### config.mk
export PLATFORM = sky130hd
export DESIGN_NAME = push_down_stack
export DESIGN_NICKNAME = d
export VERILOG_FILES = /design/src/rtl/push_down_stack.sv
export SDC_FILE = /design/constraint.sdc
export NUM_CORES = 2
export LEC_CHECK = 0
export BUFFER_PORTS_ARGS = -buffer_cell sky130_fd_sc_hd__clkbuf_2
export CAP_MARGIN = 40
export CORE_UTILIZATION = 35
export CTS_BUF_LIST = sky130_fd_sc_hd__clkbuf_4 sky130_fd_sc_hd__clkbuf_8
export CTS_CLUSTER_DIAMETER = 40
export DETAILED_ROUTE_END_ITERATION = 12
export GPL_TIMING_DRIVEN = 1
export MAX_ROUTING_LAYER = met4
export PLACE_DENSITY = 0.62
export SYNTH_ARGS = -nofsm -noshare
export SYNTH_HDL_FRONTEND = slang
export SYNTH_SLANG_ARGS = --single-unit
### constraint.sdc
create_clock -name Clk -period 4.3 [get_ports Clk]
set_clock_uncertainty 0.15 [all_clocks]
set_input_delay 0.43 -clock Clk [delete_from_list [all_inputs] [get_ports Clk]]
set_output_delay 0.43 -clock Clk [all_outputs]
set_load 0.02 [all_outputs]
### src/rtl/push_down_stack.sv
// LIFO stack of DEPTH words of WIDTH bits with one push or pop per clock.
// Popped words appear on a registered output; the flags are decoded from the occupancy count.
module push_down_stack #(
    parameter int WIDTH = 8,
    parameter int DEPTH = 256
) (
    input  logic             Clk,
    input  logic             Rst,
    input  logic             PushPop,
    input  logic             En,
    input  logic [WIDTH-1:0] data_i,
    output logic [WIDTH-1:0] data_o,
    output logic             empty,
    output logic             full
);

    localparam int AW = $clog2(DEPTH);
    localparam int CW = AW + 1;

    logic [WIDTH-1:0] mem [DEPTH];
    logic [CW-1:0]    cnt_q, cnt_d;
    logic [WIDTH-1:0] data_q, data_d;
    logic [CW-1:0]    cnt_m1;
    logic             do_push, do_pop;

    assign empty   = (cnt_q == '0);
    assign full    = (cnt_q == CW'(DEPTH));
    assign do_push = En && !PushPop && !full;
    assign do_pop  = En &&  PushPop && !empty;
    assign cnt_m1  = cnt_q - CW'(1);
    assign data_o  = data_q;

    always_comb begin
        cnt_d  = cnt_q;
        data_d = data_q;
        if (do_push) begin
            cnt_d = cnt_q + CW'(1);
        end else if (do_pop) begin
            cnt_d  = cnt_m1;
            data_d = mem[cnt_m1[AW-1:0]];
        end
    end

    always_ff @(posedge Clk) begin
        if (Rst) begin
            cnt_q  <= '0;
            data_q <= '0;
        end else begin
            cnt_q  <= cnt_d;
            data_q <= data_d;
        end
    end

    // Storage is left uncleared; entries above cnt are unreachable after reset.
    always_ff @(posedge Clk) begin
        if (!Rst && do_push)
            mem[cnt_q[AW-1:0]] <= data_i;
    end

endmodule

# == Yosys cells after proc, flatten, opt, wreduce, memory -nomap -nowiden ==
# Memory sizes are Yosys's and may differ from the RTL's. A register that Yosys moved wholly into a read port is not among the register bits.
# Index checks and enable logic that the tools add are counted.
# totals
regBits,9
ram_bits,2048
inputBits,12
output_inout_bits,10
memories,1
# memory_table
memory,words,word_bits,read_ports,rd_clocked_by_memory_dff,wr,line_no,rtl
mem,256,8,1,1,1,20,logic [WIDTH-1:0] mem [DEPTH];
# classes
add_sub_neg,2
n_eq_ne,1
muxes,4
bitwise_logic,1
reduce_logical,12
# ops
operator,n
$mux W9,2
$add A9 B1 Y9 const B,1
$eq A9 B9 Y1 const B,1
$logic_not A9 Y1,1
$sub A9 B1 Y9 const B,1
$logic_and A1 B1 Y1,5
$logic_not A1 Y1,4
$mux W1,2
$reduce_and A2 Y1,1
$reduce_bool A2 Y1,1
$not A1 Y1,1

# == Logic depth before layout (Yosys ltp) ==
# logic_depth
ltp_word,6
mapped_depth,20

# == Worst setup path before layout ==
# OpenSTA, ideal clock, no wires.
# synth_path
path_type,register -> register
startpoint,register cnt_q[0]
endpoint,memory mem[115][0] (enable)
setup_time_ns,0.370
arrival_time_ns,3.794
required_ns,3.780
setup_slack_ns,-0.014
path_stages_with_launch,16
path_buffers,7
path_cell_list,dfxtp_1 -> buf_4 -> buf_4 -> buf_4 -> inv_2 -> buf_2 -> buf_1 -> ha_1 -> buf_4 -> nor3b_2 -> and3_1 -> or2_2 -> nor3_1 -> nand2_1 -> clkbuf_1 -> nor2_1
# synth_via
elab_chain_len,6
# synth_lines
element,line_no,rtl
from (decl),21,"logic [CW-1:0] cnt_q, cnt_d;"
from (signal assigned),49,cnt_q <= cnt_d;
$eq A9 B9 Y1,27,assign full = (cnt_q == CW'(DEPTH));
net full,14,output logic full
$logic_not A1 Y1,28,assign do_push = En && !PushPop && !full;
$logic_and A1 B1 Y1,28,
$logic_and A1 B1 Y1,56,if (!Rst && do_push)
$mux W1,56,
$mux W1 (implied by the code),57,mem[cnt_q[AW-1:0]] <= data_i;
to (decl),20,
# The timed path passes the listed nets, and every way through them passes these cells.

# == Worst setup path in the final report ==
# layout_path
startpoint,register cnt_q[1]
endpoint,"register data_q[0] (netlist: data_o[0]), read port of mem"
# layout_via
elab_chain_len,5
elab_cells_between_ends,9
classes_between,add/sub (1); eq/ne (1); bitwise (1); reduce/logical (6)
# layout_lines
element,line_no,rtl
branches (longest 5 deep; another with $sub A9 B1 Y9),n/a,
to (decl),22,"logic [WIDTH-1:0] data_q, data_d;"
# Several ways; the timed one is not identified.
# A chain may end at the register's enable or synchronous reset.

==> results.cfg <==
[floorplanning]
start_util_pct = 35.4
die_y_microns = 482
die_area_sq_um = 232000
dieWidth_microns = 482
core_sq_um = 228000
ios = 22
rows = 175

[sta]
fin_crit_ns = 4.14
hold_viol_final = 0
fin_crit_sh_pct = 96.2
setup_violations = 0
slew_headroom_pct = 25.7
holdWs_ns = 0.101
max_slew.worst_pin.slew_ns = 1.11
rsz0062_at_grt = no
clock.fmax_mhz = 242
setup_tns_ns = 0
finalWorstSetupSlack_ns = 0.163
slew_violations = 0

[drt]
routed-via-count = 43241
vias_per_cell = 5.41
ant_nets = 0
post_drt_wl_per_cell_microns = 26.2
drc = 0
drt_first_pass_iters = 5
drt_wl_total_microns = 209000
first_iter_violations = 5367

[worst_setup_path]
critPathMaxFanout = 25
end_kind = register
cp.arrival_ns = 4.94
startpoint_type = register
path_class = register to register
cp.required_ns = 5.10

[clocking]
htreeDepth = 5
clk_path_buf_depth = 4
clkTransAtPathRegs_ns = 0.06
cts_root_buf = clkbuf_8
numCtsBuffers = 359
cts_tree = yes
cts_setup_buffers = 0
clock-sinks = 2065
clock_latency_ns = 1.03

[yosys]
synth_most_common_cell = edfxtp_1
ys_top_cells_by_count = 2048 x edfxtp_1, 599 x nand2_1, 402 x mux4_2, 298 x nor2_1, 176 x nand3_1
synth.net_count = 4341
synth_top_flop_cell = edfxtp_1
netlist_area_sq_um = 80700
ys_ff_latch = 2065
synth_warnings = 0
synth_top_area_share_pct = 76.2
synth.distinct_cells = 77
syn_inst = 4325
ys_seq_area_share_pct = 76.7
ys_top_cells_by_area = edfxtp_1 76%, mux4_2 11%, nand2_1 2.8%
synth_edf_count = 2048
syn_avg_cell_area_sq_um = 18.7
synth.largest_area_cell = edfxtp_1
async_flop_share_pct = 0

[global_route]
grt_max_degree = 141
antenna_found_initial = 7
gr-usage-all-layers_pct = 18.4
grt_pass1_vias = 43131
gr-total-overflow = 0
grt_pass1_wl_microns = 304000

[layout]
syn2layout_area_growth_pct = 14.9
nNetsFinal = 4732
stdcell_count = 7988
drive_gt1_share_pct = 25.2

[run_status]
status = complete, no violations

[power]
clockPowerShare_pct = 26.1
p_sw_share_pct = 38.1
power_frac_seq_pct = 33.4
total_power_mw = 67.0
powerDensity_nw_per_um2 = 723
p_switching_mw = 25.6
total_leakage_power_nw = 29.3
intPower_mw = 41.5
p_comb_share_pct = 40.5
vdd_drop_max_mv = 0.686

[flow_run]
drv_cap = 0

[placement]
routabilityCongestion = 0.875
portBuffers = 21
pre_cts_ws_ns = 0.141
placedCellCount = 7348
place_hpwl_microns = 127000

[worst_hold_path]
hp-class = input port to register
==> timing repair <==
item	in CTS	in global routing
resized for setup	0	0
endpoints found under the hold margin	894	0
hold buffers	11	0
==> placed cells by master (no fill, tap or decap), drive strengths merged, types with 8 or more instances in the layout <==
cell type / count
dlygate4sd3: 11
o211ai: 10
nor2: 302
and4: 12
mux4: 405
nand3: 176
dfxtp: 17
bufinv: 13
a311oi: 14
a211oi: 10
clkinv: 125
clkbuf: 486
o21ai: 43
buf: 267
nor4: 8
nand4: 14
nor2b: 9
mux2i: 94
xnor2: 10
a22oi: 39
a31oi: 68
nand2: 599
a32oi: 53
edfxtp: 2048
and3: 8
a21oi: 17
==> power groups by stage <==
stage / sequential, mW / combinational [mW] / clock, mW
2_1_floorplan: 22.8 / 16.4 / 0
3_3_place_gp: 22.8 / 26.8 / 0
3_5_place_dp: 22.8 / 27.0 / 0
4_1_cts: 22.4 / 27.1 / 17.7
5_1_grt: 22.4 / 28.4 / 18.6
6_report: 22.4 / 27.2 / 17.5
==> cells by family (layout without fill, tap and decap cells) <==
group	Yosys count	count (layout)	share of synthesized area, %
and+or+nand+nor	1164	1164	6.07
buffers and inverters	267	915	1.70
xor gates and xnor gates	14	14	0.194
adders and majority gates	4	4	0.0620
muxes	501	501	12.5
other	0	6	0
DFF	2065	2065	76.7
AOI/OAI and AO/OA	310	310	2.80
==> layer usage <==
metal / GRT usage, % / vias to the layer above / wire length, microns
li1: - / 18160 / -
met1: 24.7 / 22622 / 85800
met2: 28.3 / 2055 / 99200
met3: 3.44 / 404 / 17800
met4: 5.94 / 0 / 6360
met5: - / - / 0
==> metrics by stage <==
step	cell area, sq um	utilization, %
3_5_place_dp	85700	37.6
3_3_place_gp	85400	37.4
2_1_floorplan	80700	-
5_1_grt	92700	40.6
4_1_cts	92700	40.6
6_report	92700	40.6
==> cell type report <==
| class | instances | area [sq um] |
|---|---|---|
| sequential | 2065 | 61800 |
| tap | 3009 | 3760 |
| clock buffer | 471 | 5840 |
| multi-input combinational | 1993 | 17600 |
| fill | 20303 | 135000 |
| inverter | 4 | 16.3 |
| timing repair buffer | 293 | 2670 |
| clock inverter | 147 | 1000 |
| antenna | 6 | 15.0 |
==> final timing paths <==
kind                  start         to  slack, ns  cells after the start
hold / removal           En   cnt_q[8]       0.10                      4
setup / recovery   cnt_q[1]  data_o[0]       0.16                     10
hold reg to reg   data_o[6]  data_o[6]       0.31                      2
setup reg to reg   cnt_q[1]  data_o[0]       0.16                     10
==> sequential cells by signal, summed over array words and instances, names as in the netlist <==
name	flops
cnt_q	9
data_o	8
mem	2048
==> critical path, stage by stage, from the launching register on <==
cell	delay, ns
dfxtp_1	0.50
inv_1	0.16
ha_4	0.54
buf_4	0.44
buf_4	0.34
mux4_2	0.24
nand2_1	0.06
a311oi_1	0.76
o21ai_0	0.32
and4_1	0.31
o221ai_1	0.19
Power figures use the tool's default switching activity.
